### src/rtl/issue_sequencer_pkg.sv
// Shared definitions for the issue sequencer: prefix opcode, prefix detection
// and the output-register state encoding.
package issue_sequencer_pkg;

  localparam logic [5:0] PRIMARY_OPCODE_PREFIX = 6'd1;

  typedef enum logic {
    OUT_EMPTY = 1'b0,
    OUT_VALID = 1'b1
  } out_state_t;

  // Bit 31 of the fetched word is ISA bit 0, so the primary opcode lives in [31:26].
  function automatic logic is_prefix(input logic [31:0] word);
    return word[31:26] == PRIMARY_OPCODE_PREFIX;
  endfunction

endpackage

### src/rtl/issue_sequencer_fifo.sv
// Word FIFO for the issue sequencer: exposes the two oldest words so a
// prefix+suffix pair can be popped together.
module instr_fifo
  import issue_sequencer_pkg::*;
#(
  parameter int DEPTH = 4
) (
  input  logic                     clk,
  input  logic                     rst,
  input  logic                     push,
  input  logic [31:0]              wdata,
  input  logic                     pop1,
  input  logic                     pop2,
  input  logic                     flush,
  output logic [31:0]              head,
  output logic [31:0]              head_next,
  output logic [$clog2(DEPTH):0]   count
);

  localparam int AW = $clog2(DEPTH);
  localparam int CW = AW + 1;

  logic [31:0]   mem [DEPTH];
  logic [AW-1:0] wr_ptr;
  logic [AW-1:0] rd_ptr;
  logic [1:0]    pop_amt;

  assign pop_amt   = pop2 ? 2'd2 : (pop1 ? 2'd1 : 2'd0);
  assign head      = mem[rd_ptr];
  assign head_next = mem[rd_ptr + AW'(1)];

  always_ff @(posedge clk) begin
    if (push && !flush && !rst) begin
      mem[wr_ptr] <= wdata;
    end
  end

  // Occupancy is kept separately from the pointers so full and empty never alias.
  always_ff @(posedge clk) begin
    if (rst || flush) begin
      wr_ptr <= '0;
      rd_ptr <= '0;
      count  <= '0;
    end else begin
      if (push) begin
        wr_ptr <= wr_ptr + AW'(1);
      end
      rd_ptr <= rd_ptr + AW'(pop_amt);
      count  <= count + CW'(push) - CW'(pop_amt);
    end
  end

endmodule

### src/rtl/issue_sequencer.sv
// Front-end sequencer: buffers fetched words and presents complete plain or
// prefixed instructions to Identify with a hold-until-accepted handshake.
module issue_sequencer
  import issue_sequencer_pkg::*;
#(
  parameter int DEPTH = 4,
  parameter int CNT_W = 16
) (
  input  logic                    i_clk,
  input  logic                    i_rst,
  input  logic                    i_fetch_valid,
  input  logic [31:0]             i_fetch_word,
  output logic                    o_fetch_ready,
  input  logic                    i_flush,
  output logic                    o_id_en,
  output logic [63:0]             o_id_instr,
  output logic                    o_id_prefixed,
  input  logic                    i_id_ready,
  output logic [CNT_W-1:0]        o_issued_cnt,
  output logic [$clog2(DEPTH):0]  o_count
);

  localparam int CW = $clog2(DEPTH) + 1;

  out_state_t  state;
  out_state_t  state_next;
  logic [31:0] head;
  logic [31:0] head_next;
  logic        head_is_prefix;
  logic        complete;
  logic        can_load;
  logic        load;
  logic        push;
  logic        accept;

  assign o_fetch_ready  = (o_count != CW'(DEPTH));
  assign push           = i_fetch_valid && o_fetch_ready && !i_flush;
  assign head_is_prefix = is_prefix(head);
  assign complete       = (o_count >= CW'(1) && !head_is_prefix) ||
                          (o_count >= CW'(2) && head_is_prefix);
  assign can_load       = !o_id_en || i_id_ready;
  assign load           = can_load && complete && !i_flush;
  assign accept         = o_id_en && i_id_ready;

  instr_fifo #(.DEPTH(DEPTH)) u_fifo (
    .clk       (i_clk),
    .rst       (i_rst),
    .push      (push),
    .wdata     (i_fetch_word),
    .pop1      (load && !head_is_prefix),
    .pop2      (load && head_is_prefix),
    .flush     (i_flush),
    .head      (head),
    .head_next (head_next),
    .count     (o_count)
  );

  always_ff @(posedge i_clk) begin
    if (i_rst) begin
      state <= OUT_EMPTY;
    end else begin
      state <= state_next;
    end
  end

  always_comb begin
    state_next = state;
    if (i_flush) begin
      state_next = OUT_EMPTY;
    end else if (can_load) begin
      state_next = load ? OUT_VALID : OUT_EMPTY;
    end
  end

  always_comb begin
    o_id_en = (state == OUT_VALID);
  end

  // Payload keeps its last value when nothing loads, including after a flush.
  always_ff @(posedge i_clk) begin
    if (i_rst) begin
      o_id_instr    <= '0;
      o_id_prefixed <= 1'b0;
    end else if (load) begin
      o_id_instr    <= head_is_prefix ? {head, head_next} : {32'b0, head};
      o_id_prefixed <= head_is_prefix;
    end
  end

  // Acceptances still count in a flush cycle; the counter wraps naturally.
  always_ff @(posedge i_clk) begin
    if (i_rst) begin
      o_issued_cnt <= '0;
    end else if (accept) begin
      o_issued_cnt <= o_issued_cnt + CNT_W'(1);
    end
  end

endmodule

### config.mk
export PLATFORM = sky130hd
export DESIGN_NAME = issue_sequencer
export DESIGN_NICKNAME = d
export VERILOG_FILES = /design/src/rtl/issue_sequencer_pkg.sv /design/src/rtl/issue_sequencer_fifo.sv /design/src/rtl/issue_sequencer.sv
export SDC_FILE = /design/constraint.sdc
export NUM_CORES = 1
export LEC_CHECK = 0
export ABC_AREA = 1
export CORE_MARGIN = 1.5
export CORE_UTILIZATION = 35
export DETAILED_ROUTE_END_ITERATION = 7
export PLACE_DENSITY_LB_ADDON = 0.15
export SLEW_MARGIN = 20
export SYNTH_ARGS = -nofsm -noshare
export SYNTH_HDL_FRONTEND = slang
export SYNTH_SLANG_ARGS = --single-unit
### constraint.sdc
create_clock -name i_clk -period 8.3 [get_ports i_clk]
set_input_delay 0.83 -clock i_clk [delete_from_list [all_inputs] [get_ports i_clk]]
set_output_delay 0.83 -clock i_clk [all_outputs]
set_load 0.01 [all_outputs]
## Yosys cells after proc, flatten, opt, wreduce, memory -nomap -nowiden

Memories as Yosys holds them, arrays and structs flattened. A register that Yosys moved wholly into a read port is not among the register bits.
Cells that the tools add are included.

- Add/sub/neg operators: 6
- $lt $le $gt $ge: 2
- Equal/unequal tests: 2
- Muxes and demuxes: 7
- Reduce and logical (&&, ||, !) cells: 19

Operator list:

| cell | number |
|---|---|
| 2-to-1 mux 64 bit | 1 |
| adder 16 x 1 -> 16 bit, second input constant | 1 |
| logical AND 1 bit | 11 |
| == test 6 x 1 -> 1 bit, second input constant | 1 |
| adder 2 x 1 -> 2 bit, second input constant | 2 |
| zero test 1 bit | 4 |
| 2-to-1 mux 1 bit | 4 |
| 2-to-1 mux 2 bit | 2 |
| adder 3 x 1 -> 3 bit | 1 |
| greater-or-equal comparator 3 x 1 -> 1 bit, second input constant | 1 |
| greater-or-equal comparator 3 x 2 -> 1 bit, second input constant | 1 |
| logical OR 1 bit | 3 |
| inequality test 3 bit, second input constant | 1 |
| subtractor 3 x 2 -> 3 bit | 1 |
| adder 2 bit | 1 |
| OR reduction 2 bit | 1 |

- Bits in registers: 89
- RAM bits: 128
- Input port bits: 37
- Output and inout bits: 86
- Memories kept: 1

Memory list:

| memory | depth | width | read ports | clocked after memory_dff | write ports | line | source |
|---|---|---|---|---|---|---|---|
| u_fifo.mem | 4 | 32 | 2 | 1 | 1 | issue_sequencer_fifo.sv:23 | `logic [31:0] mem [DEPTH];` |

## Longest topological paths before layout

Gate-level depths: netlist of run 1.

- Depth in word-level cells: 11
- Depth in mapped cells: 21
- Mapped depth without buffers: 19

## Cells and area by module

From an unflattened synthesis of run 1, not the netlist that was laid out.

- Cells, all modules: 1278
- Area total of the unflattened synthesis: 10313.6 µm²

Modules (own cells, without submodules):

| module | instances | cells each | area each (µm²) | sequential area each (µm²) |
|---|---|---|---|---|
| instr_fifo | 1 | 647 | 6308.6 | 3983.8 |
| issue_sequencer | 1 | 631 | 4005.1 | 1641.6 |

## Worst setup path after synthesis of run 1

Ideal clock, no wire load.

- Path type: in2reg
- Start point: in i_fetch_valid
- End point: mem u_fifo.mem[0][0], enable pin
- Arrival time: 2533 ps
- Path slack: 5346 ps
- Stages on the path: 4
- Path buffers: 0
- Path through: nand2_1 > nor2_1 > nand2_1 > nor2_1

- Cells in the longest elaborated chain, start to end: 6

RTL lines:

| what | line | source |
|---|---|---|
| start: declaration | issue_sequencer.sv:11 | `input logic i_fetch_valid,` |
| logical AND 1 bit (2 in series) | issue_sequencer.sv:37 | `assign push = i_fetch_valid && o_fetch_ready && !i_flush;` |
| via push | issue_sequencer.sv:33 | `logic push;` |
| logical AND 1 bit (2 in series) | issue_sequencer_fifo.sv:33 | `if (push && !flush && !rst) begin` |
| 2-to-1 mux 1 bit | issue_sequencer_fifo.sv:33 |  |
| 2-to-1 mux 1 bit (implied by the code) | issue_sequencer_fifo.sv:34 | `mem[wr_ptr] <= wdata;` |
| end: declaration | issue_sequencer_fifo.sv:23 |  |

The timed path passes the listed nets, and every way through them passes these cells.

==> impl_metrics.env, run 1 <==
export IMPL_grtUsageTotal_pct=18.6
export IMPL_rows=61
export IMPL_globalplace_congestion=0.824
export IMPL_r2r_end="u_fifo.count[2]"
export IMPL_numCtsBuffers=24
export IMPL_die_area_mm2=0.0292
export IMPL_r2r_slack_ns=3.62
export IMPL_ys_types=29
export IMPL_synth_largest_area_cell="edfxtp_1"
export IMPL_diodes=0
export IMPL_timing_hold_worst_endpoint="o_id_instr[63]"
export IMPL_combPwrFrac_pct=8.2
export IMPL_syn_avg_cell_area_um2=8.62
export IMPL_min_path_type="flop to flop"
export IMPL_clk_path_buf_depth=3
export IMPL_p_per_area_mw_per_mm2=198
export IMPL_syn_nets=1191
export IMPL_cts_tree="done"
export IMPL_fin_skew_ns=0.0129
export IMPL_power_switching_w=0.000562
export IMPL_power_leakage_nw=4.45
export IMPL_grt_overflow=0
export IMPL_wl_per_cell_um=16.7
export IMPL_slew_violations=0
export IMPL_tns_ns=0
export IMPL_first_global_vias=7538
export IMPL_r2r_cells=18
export IMPL_criticalPathCategory="flop to flop"
export IMPL_path_max_fanout=62
export IMPL_min_period_ns=4.68
export IMPL_seqPwrFrac_pct=48.8
export IMPL_fin_crit_sh_pct=56.4
export IMPL_tightest_slew_ns=0.848
export IMPL_area_growth_pct=22.5
export IMPL_pin_count=123
export IMPL_ys_top_cells_by_area="edfxtp_1 39%, dfxtp_1 18%, nand2_1 13%, nand3_1 5.1%, o21ai_0 4.8%"
export IMPL_intPower_w=0.00183
export IMPL_cp_arrival_ns=5.09
export IMPL_hold_worst_slack_ns=0.453
export IMPL_cp_end_kind="flop"
export IMPL_switching_share_pct=23.4
export IMPL_drive_gt1_share_pct=5.44
export IMPL_setup_viol=0
export IMPL_dr_first_iter_drc_count=741
export IMPL_ys_flop_type="edfxtp_1"
export IMPL_fill_cells=2775
export IMPL_synth_edf_count=128
export IMPL_status="completed"
export IMPL_synth_most_common_cell="nand2_1"
export IMPL_yosysTopAreaCellShare_pct=39.0
export IMPL_syn_area_mm2=0.00986
export IMPL_grt_first_pass_wirelength_mm=42.3
export IMPL_ys_seq_area_share_pct=57.1
export IMPL_ir_worst_vdd_v=0.000143
export IMPL_htree_levels=1
export IMPL_clkPwrFrac_pct=43.0
export IMPL_max_freq_mhz=214
export IMPL_min_from="o_id_instr[63]"
export IMPL_slew_headroom_pct=43.3
export IMPL_ys_warn_count=0
export IMPL_synth_cells=1144
export IMPL_cts_root_buf="clkbuf_16"
export IMPL_die_height_um=171
export IMPL_cts_sinks=217
export IMPL_dp_hpwl_mm=17.2
export IMPL_drv_cap=0
export IMPL_antenna_found_initial=0
export IMPL_hold_depth=2
export IMPL_first_pass_iters=5
export IMPL_ctsResizeCount=0
export IMPL_final_antenna_net_count=0
export IMPL_rsz0062_at_grt="false"
export IMPL_clk_pin_slew_ns=0.07
export IMPL_start_util_pct=35.5
export IMPL_nets=1278
export IMPL_worstReg2RegStart="u_fifo.rd_ptr[1]"
export IMPL_die_x_um=171
export IMPL_vias_per_cell=4.99
export IMPL_clock_latency_ns=0.52
export IMPL_critical_path_required_ns=8.72
export IMPL_async_reset_ff_share_pct=0
export IMPL_hold_viol=0
export IMPL_postCtsSetupBuffers=0
export IMPL_drc=0
export IMPL_port_buffers=122
export IMPL_ys_ff_latch=217
export IMPL_synth_common_cells="345 x nand2_1, 128 x edfxtp_1, 101 x nand3_1, 94 x o21ai_0, 92 x nor2_1"
export IMPL_cts_hold_buffers=0
export IMPL_fp_coreArea_mm2=0.0278
export IMPL_crit_path_start_kind="flop"
export IMPL_wl_mm=27.2
export IMPL_grt_max_degree=82
export IMPL_detailroute_via_count=8118
==> critical path, cell delays in order (launching register included) <==
cell,delay [ns]
dfxtp_1,0.31
clkinv_1,0.24
buf_4,0.50
nand3_1,0.13
nand2_1,0.11
nand2_1,0.07
inv_2,0.45
nand2_2,0.57
nand2_2,0.22
nand2_4,0.37
nand3_1,0.18
inv_1,0.08
ha_1,0.27
inv_1,0.04
ha_1,0.18
fa_1,0.39
xor2_1,0.19
xor2_1,0.16
nor2_1,0.05
==> how the worst max path moves through the flow <==
stage | from | to | slack [ns] | depth (start not counted)
2_1_floorplan | i_fetch_valid | u_fifo.mem[0][0] | 5.35 | 4
3_3_place_gp | u_fifo.rd_ptr[1] | u_fifo.count[2] | 3.74 | 18
3_5_place_dp | u_fifo.rd_ptr[1] | u_fifo.count[2] | 3.65 | 18
4_1_cts | u_fifo.rd_ptr[1] | u_fifo.count[2] | 3.63 | 18
5_1_grt | u_fifo.rd_ptr[1] | u_fifo.count[2] | 3.20 | 18
6_report | u_fifo.rd_ptr[1] | u_fifo.count[2] | 3.62 | 18
==> per-stage QoR <==
step	instances	utilization (%)	cell area [µm²]	total power [W]	worst slack, ns
after floorplan	1144	-	9860	0.00131	5.35
after global placement	1583	40.7	11300	0.00139	3.74
after detailed placement	1583	40.7	11300	0.00139	3.65
after CTS	1627	43.5	12100	0.00242	3.63
after global routing	1627	43.5	12100	0.00249	3.20
final	1627	43.5	12100	0.00240	3.62
==> power by group through the flow <==
stage / sequential (W) / combinational (W) / clock [W]
after floorplan: 0.00120 / 0.000112 / 0
after global placement: 0.00119 / 0.000194 / 0
after detailed placement: 0.00119 / 0.000197 / 0
after CTS: 0.00117 / 0.000197 / 0.00105
after global routing: 0.00117 / 0.000217 / 0.00110
final: 0.00117 / 0.000195 / 0.00103
==> state kept, by name (all words and copies together), names as in the netlist <==
register and flops:
o_id_en 1, o_id_instr 64, o_id_prefixed 1, o_issued_cnt 16, u_fifo.count 3, u_fifo.mem 128, u_fifo.rd_ptr 2, u_fifo.wr_ptr 2
==> cell type report <==
type | count | area [µm²] | area share [%]
Clock buffer | 33 | 688 | 5.70
Multi-Input combinational cell | 797 | 3680 | 30.5
Timing Repair Buffer | 135 | 1310 | 10.9
Inverter | 56 | 210 | 1.74
Tap cell | 378 | 473 | 3.92
Sequential cell | 217 | 5630 | 46.6
Clock inverter | 11 | 82.6 | 0.684
==> metal layers <==
| layer | vias to the layer above | GRT usage (%) | wire, µm |
|---|---|---|---|
| met5 | - | 0 | 0 |
| met4 | 0 | 5.00 | 505 |
| met3 | 35 | 3.12 | 2010 |
| met2 | 254 | 28.9 | 11900 |
| met1 | 3805 | 26.8 | 12800 |
| li1 | 4024 | - | - |
==> layout by cell type (no fill, tap or decap), types with 4 or more instances in the layout <==
| cell | Yosys | layout |
|---|---|---|
| nand3b_1 | 26 | 26 |
| ha_1 | 9 | 9 |
| o21ai_0 | 94 | 94 |
| nand4_1 | 4 | 4 |
| clkdlybuf4s50_1 | 0 | 121 |
| inv_1 | 51 | 51 |
| nor3_1 | 5 | 5 |
| buf_4 | 3 | 13 |
| nor2_2 | 0 | 4 |
| nand2_1 | 345 | 345 |
| clkinvlp_2 | 0 | 4 |
| a21oi_1 | 84 | 84 |
| dfxtp_1 | 89 | 88 |
| o22ai_1 | 21 | 21 |
| nand3_1 | 101 | 101 |
| nor2_1 | 92 | 87 |
| clkbuf_16 | 0 | 25 |
| edfxtp_1 | 128 | 128 |
==> cell families (layout without fill, tap and decap cells) <==
kind of cell / after synthesis / after routing / synth area share (%)
XOR/XNOR: 5 / 5 / 0.444
AND/OR/NAND/NOR: 579 / 579 / 24.7
AO/OA/AOI/OAI: 203 / 203 / 10.7
flip-flops: 217 / 217 / 57.1
buffers and inverters: 130 / 235 / 5.74
adder cells (fa/ha/maj): 10 / 10 / 1.35
(Power assumes the default switching activity.)
==> run 2: changes to the inputs <==
clock period = 4.6 ns   (was 8.3 ns; I/O delays follow)
==> run 2 against run 1 <==
Worst hold slack gained 0.0021 ns. Largest power group unchanged. Global-route usage grew 0.074 points. Non-clock buffer count grew 11. Clock skew shrank 0.0043 ns. Register-to-register slack lost 2.4 ns. Sequential cell count is the same. Die area is the same. Wire length grew 0.40%. Count of clock-buffer cells in the layout grew 1. Critical endpoint is now o_id_instr[24]. Final cell count grew 0.74%.
==> impl_metrics.env, run 2 (synthesis gave the netlist of run 1 again) <==
export IMPL_cts_tree="done"
export IMPL_wl_mm=27.3
export IMPL_top_regs="u_fifo.mem: 128 flops, o_id_instr: 64 flops, o_issued_cnt: 16 flops"
export IMPL_slew_violations=0
export IMPL_fp_coreArea_mm2=0.0278
export IMPL_r2r_end="o_id_instr[24]"
export IMPL_cts_sinks=217
export IMPL_numCtsBuffers=25
export IMPL_wl_per_cell_um=16.7
export IMPL_rows=61
export IMPL_tightest_slew_ns=0.740
export IMPL_gr_usage_met3_pct=3.15
export IMPL_grtUsageTotal_pct=18.7
export IMPL_power_leakage_nw=4.49
export IMPL_cts_hold_buffers=0
export IMPL_min_path_type="flop to flop"
export IMPL_switching_share_pct=23.7
export IMPL_hold_worst_slack_ns=0.455
export IMPL_grt_max_degree=67
export IMPL_max_freq_mhz=296
export IMPL_dp_hpwl_mm=17.6
export IMPL_final_cell_mix="345 x nand2_1, 128 x edfxtp_1, 121 x clkdlybuf4s50_1"
export IMPL_final_antenna_net_count=0
export IMPL_vias_per_cell=4.95
export IMPL_path_max_fanout=61
export IMPL_hold_depth=2
export IMPL_setup_viol=0
export IMPL_power_switching_w=0.00100
export IMPL_min_period_ns=3.37
export IMPL_ctsResizeCount=0
export IMPL_cts_root_buf="clkbuf_16"
export IMPL_criticalPathCategory="flop to flop"
export IMPL_pre_cts_ws_ns=1.24
export IMPL_regMostFlops="u_fifo.mem"
export IMPL_largest_reg_flops=128
export IMPL_drv_cap=0
export IMPL_antenna_found_initial=0
export IMPL_intPower_w=0.00323
export IMPL_clk_pin_slew_ns=0.06
export IMPL_regArea_mm2=0.00563
export IMPL_drive_gt1_share_pct=5.63
export IMPL_crit_path_start_kind="flop"
export IMPL_critical_path_required_ns=4.96
export IMPL_htree_levels=1
export IMPL_grt_met1_usage_pct=26.9
export IMPL_globalplace_congestion=0.782
export IMPL_r2r_slack_ns=1.23
export IMPL_grt_overflow=0
export IMPL_clk_path_buf_depth=3
export IMPL_drc=0
export IMPL_p_per_area_mw_per_mm2=349
export IMPL_clock_latency_ns=0.51
export IMPL_diodes=0
export IMPL_rsz0062_at_grt="false"
export IMPL_pin_count=123
export IMPL_start_util_pct=35.5
export IMPL_tns_ns=0
export IMPL_final_common_cell="nand2_1"
export IMPL_first_pass_iters=5
export IMPL_first_global_vias=7558
export IMPL_grt_busiest_layer="met2"
export IMPL_use_met2_pct=29.5
export IMPL_cp_end_kind="flop"
export IMPL_seqPwrFrac_pct=49.9
export IMPL_worstReg2RegStart="u_fifo.rd_ptr[0]"
export IMPL_timing_hold_worst_endpoint="o_id_instr[62]"
export IMPL_area_growth_pct=22.9
export IMPL_slew_headroom_pct=50.6
export IMPL_combPwrFrac_pct=8.4
export IMPL_finalPower_w=0.00423
export IMPL_ir_worst_vdd_v=0.000263
export IMPL_clkPwrFrac_pct=41.6
export IMPL_postCtsSetupBuffers=0
export IMPL_fill_cells=2720
export IMPL_hold_viol=0
export IMPL_grt_first_pass_wirelength_mm=42.4
export IMPL_multi_input_area_mm2=0.00368
export IMPL_die_x_um=171
export IMPL_min_from="o_id_instr[62]"
export IMPL_r2r_cells=15
export IMPL_cp_arrival_ns=3.74
export IMPL_fin_skew_ns=0.00859
export IMPL_die_height_um=171
export IMPL_die_area_mm2=0.0292
export IMPL_status="completed"
export IMPL_detailroute_via_count=8105
export IMPL_port_buffers=122
export IMPL_nets=1290
export IMPL_dr_first_iter_drc_count=701
export IMPL_finalWorstSetupSlack_ns=1.23
export IMPL_fin_crit_sh_pct=73.4
-- run 2: cell types whose count changed in the layout (fill, tap and decap cells not counted) --
cell,delta
buf_4,+11
clkinv_1,+5
clkbuf_1,+4
clkinvlp_2,-4
clkbuf_8,-2
bufinv_16,-1
clkbuf_2,-1
clkinv_2,+1
inv_4,-1
-- run 2: through the flow --
step           utilization [%]  instances  cell area, µm²
6_report                  43.6       1639           12100
5_1_grt                   43.6       1639           12100
4_1_cts                   43.6       1639           12100
3_5_place_dp              41.0       1594           11400
3_3_place_gp              41.0       1594           11400
2_1_floorplan                -       1144            9860
-- run 2: layer usage --
| layer | up-vias | wire length, µm |
|---|---|---|
| met5 | - | 0 |
| met4 | 0 | 359 |
| met3 | 30 | 1880 |
| met2 | 250 | 12100 |
| met1 | 3772 | 13000 |
| li1 | 4053 | - |
-- run 2: how the worst max path moves through the flow --
stage               cells past startpoint  slack (ns)        startpoint               to
floorplan                              21        1.69  u_fifo.rd_ptr[0]  u_fifo.count[2]
global placement                       15        1.30  u_fifo.rd_ptr[0]   o_id_instr[52]
detailed placement                     15        1.24  u_fifo.rd_ptr[0]   o_id_instr[51]
CTS                                    15        1.20  u_fifo.rd_ptr[0]   o_id_instr[24]
global route                           14        0.83  u_fifo.rd_ptr[0]   o_id_instr[24]
finish                                 15        1.23  u_fifo.rd_ptr[0]   o_id_instr[24]
-- run 2: area by class of cell --
| cell class | count | share of cell area, % |
|---|---|---|
| multi-input combinational | 797 | 30.4 |
| tap | 378 | 3.90 |
| clock buffer | 34 | 5.54 |
| sequential | 217 | 46.5 |
| timing repair buffer | 146 | 11.5 |
| clock inverter | 11 | 0.413 |
| inverter | 56 | 1.74 |
-- run 2: critical path, stage by stage, from the launching register on --
cell	delay (ns)
dfxtp_2	0.33
inv_2	0.23
buf_4	0.32
nand2_1	0.08
nand3_1	0.07
nand2_1	0.09
nand2_1	0.11
nor2_4	0.05
nand2_2	0.28
nand2_2	0.11
nand2_4	0.07
buf_4	0.51
nand2_2	0.31
buf_4	0.38
nand2_1	0.15
a21oi_1	0.08
-- run 2: power groups by stage --
stage / Sequential, W / Clock (W) / Combinational [W]
after floorplan: 0.00216 / 0 / 0.000203
after global placement: 0.00215 / 0 / 0.000355
after detailed placement: 0.00215 / 0 / 0.000358
after CTS: 0.00211 / 0.00180 / 0.000359
after global routing: 0.00212 / 0.00188 / 0.000397
final: 0.00211 / 0.00176 / 0.000357
==> run 3: changes to the inputs <==
clock period = 3.5 ns   (was 4.6 ns; I/O delays follow)
==> run 3 against run 2 <==
Critical path depth is 4 higher. First-iteration DRC count shrank 3.4%. Fmax grew 15%. Count of clock-buffer cells in the layout is 2 higher. Sequential cell count is the same. Sequential power rose by 31%. Register-to-register slack lost 0.65 ns. Wire length is 2.1% higher. Power increased by 39%.
==> impl_metrics.env, run 3 (synthesis gave the netlist of run 1 again) <==
export IMPL_status="completed"
export IMPL_final_cell_mix="345 x nand2_1, 128 x edfxtp_1, 121 x clkdlybuf4s50_1"
export IMPL_top_regs="u_fifo.mem: 128 flops, o_id_instr: 64 flops, o_issued_cnt: 16 flops"
export IMPL_clock_latency_ns=0.52
export IMPL_endpoint="u_fifo.count[2]"
export IMPL_setup_viol=0
export IMPL_fin_skew_ns=0.0144
export IMPL_dp_hpwl_mm=17.7
export IMPL_criticalPathCategory="flop to flop"
export IMPL_slew_violations=0
export IMPL_ir_worst_vdd_v=0.000369
export IMPL_utilization_pct=44.1
export IMPL_power_leakage_nw=4.55
export IMPL_crit_path_start_kind="flop"
export IMPL_wl_mm=27.9
export IMPL_grtUsageTotal_pct=19.3
export IMPL_clk_pin_slew_ns=0.06
export IMPL_finalWorstSetupSlack_ns=0.575
export IMPL_clk_path_buf_depth=3
export IMPL_vias_per_cell=4.98
export IMPL_cp_arrival_ns=3.34
export IMPL_fp_coreArea_mm2=0.0278
export IMPL_final_antenna_net_count=0
export IMPL_fin_crit_sh_pct=83.6
export IMPL_die_x_um=171
export IMPL_r2r_slack_ns=0.58
export IMPL_stdcell_area_mm2=0.0123
export IMPL_cp_end_kind="flop"
export IMPL_globalplace_congestion=0.817
export IMPL_start_util_pct=35.5
export IMPL_final_common_cell="nand2_1"
export IMPL_wl_per_cell_um=17.0
export IMPL_grt_max_degree=82
export IMPL_crit_path_start="u_fifo.rd_ptr[0]"
export IMPL_slew_headroom_pct=50.1
export IMPL_pin_count=123
export IMPL_cts_tree="done"
export IMPL_tns_ns=0
export IMPL_first_pass_iters=5
export IMPL_dr_first_iter_drc_count=677
export IMPL_fill_cells=2765
export IMPL_path_max_fanout=81
export IMPL_diodes=0
export IMPL_min_path_type="primary input to flop"
export IMPL_antenna_found_initial=0
export IMPL_die_height_um=171
export IMPL_critical_path_required_ns=3.92
export IMPL_tightest_slew_ns=0.748
export IMPL_hold_viol=0
export IMPL_cts_sinks=217
export IMPL_cts_root_buf="clkbuf_16"
export IMPL_drc=0
export IMPL_postCtsSetupBuffers=0
export IMPL_port_buffers=122
export IMPL_htree_levels=1
export IMPL_largest_reg_flops=128
export IMPL_ctsResizeCount=0
export IMPL_cts_hold_buffers=0
export IMPL_grt_overflow=0
export IMPL_r2r_end="u_fifo.count[2]"
export IMPL_max_freq_mhz=342
export IMPL_drv_cap=0
export IMPL_nets=1291
export IMPL_regMostFlops="u_fifo.mem"
export IMPL_area_growth_pct=24.4
export IMPL_hold_worst_slack_ns=0.368
export IMPL_r2r_cells=19
export IMPL_pre_cts_ws_ns=0.566
export IMPL_detailroute_via_count=8159
export IMPL_rsz0062_at_grt="false"
export IMPL_die_area_mm2=0.0292
export IMPL_first_global_vias=7810
export IMPL_worstReg2RegStart="u_fifo.rd_ptr[0]"
export IMPL_min_period_ns=2.92
export IMPL_numCtsBuffers=25
export IMPL_p_per_area_mw_per_mm2=479
export IMPL_place_area_mm2=0.0114
export IMPL_rows=61
export IMPL_drive_gt1_share_pct=6.11
export IMPL_grt_first_pass_wirelength_mm=43.6
[run 3: cell count changes in the layout (fill, tap and decap cells not counted), sizes merged]
cell,delta
bufinv,+2
clkbuf,+2
buf,+1
clkinvlp,+1
clkinv,-6
[run 3: worst min path at each step]
stage,start,to,slack [ns],depth (start not counted)
floorplan,i_fetch_word[0],u_fifo.mem[0][0],0.45,0
global placement,o_id_instr[59],o_id_instr[59],0.44,2
detailed placement,o_id_instr[62],o_id_instr[62],0.45,2
CTS,i_rst,o_issued_cnt[14],0.36,4
global route,i_rst,o_issued_cnt[5],0.40,4
finish,i_rst,o_issued_cnt[5],0.37,4
[run 3: layer usage]
layer	global-route usage, %	routed length, µm	share of wire (%)	vias up
li1	-	-	-	4054
met1	26.7	12900	46	3806
met2	31.5	12700	46	258
met3	2.91	1670	6.0	41
met4	5.15	580	2.1	0
met5	0	0	0	-
[run 3: area by class of cell]
type	count	area (µm²)	area share, %
Clock buffer	36	749	6.11
Clock inverter	8	92.6	0.755
Inverter	56	210	1.71
Multi-Input combinational cell	797	3680	30.0
Sequential cell	217	5630	45.9
Tap cell	378	473	3.86
Timing Repair Buffer	147	1430	11.6
[run 3: through the flow]
stage	total power (W)	instances
3_3_place_gp	0.00331	1595
6_report	0.00588	1639
2_1_floorplan	0.00310	1144
4_1_cts	0.00595	1639
5_1_grt	0.00610	1639
3_5_place_dp	0.00331	1595
[run 3: critical path, cell delays in order (launching register included)]
cell     delay, ns
dfxtp_2       0.36
buf_12        0.32
nand2_1       0.09
nand2_1       0.07
nand2_1       0.04
nand2_1       0.09
nand2_1       0.09
nor2_4        0.10
nand2_2       0.12
nand2_2       0.11
nand2_4       0.04
nand3_1       0.07
inv_1         0.06
ha_1          0.26
inv_1         0.04
ha_1          0.18
fa_1          0.37
xor2_1        0.19
xor2_1        0.16
nor2_1        0.05
[run 3: power breakdown]
part           total (W)  leakage, nW  switching, W  internal, W
Sequential       0.00277         1.87     0.0000256      0.00275
Clock            0.00263        0.407       0.00100      0.00162
Combinational   0.000478         2.27      0.000312     0.000167
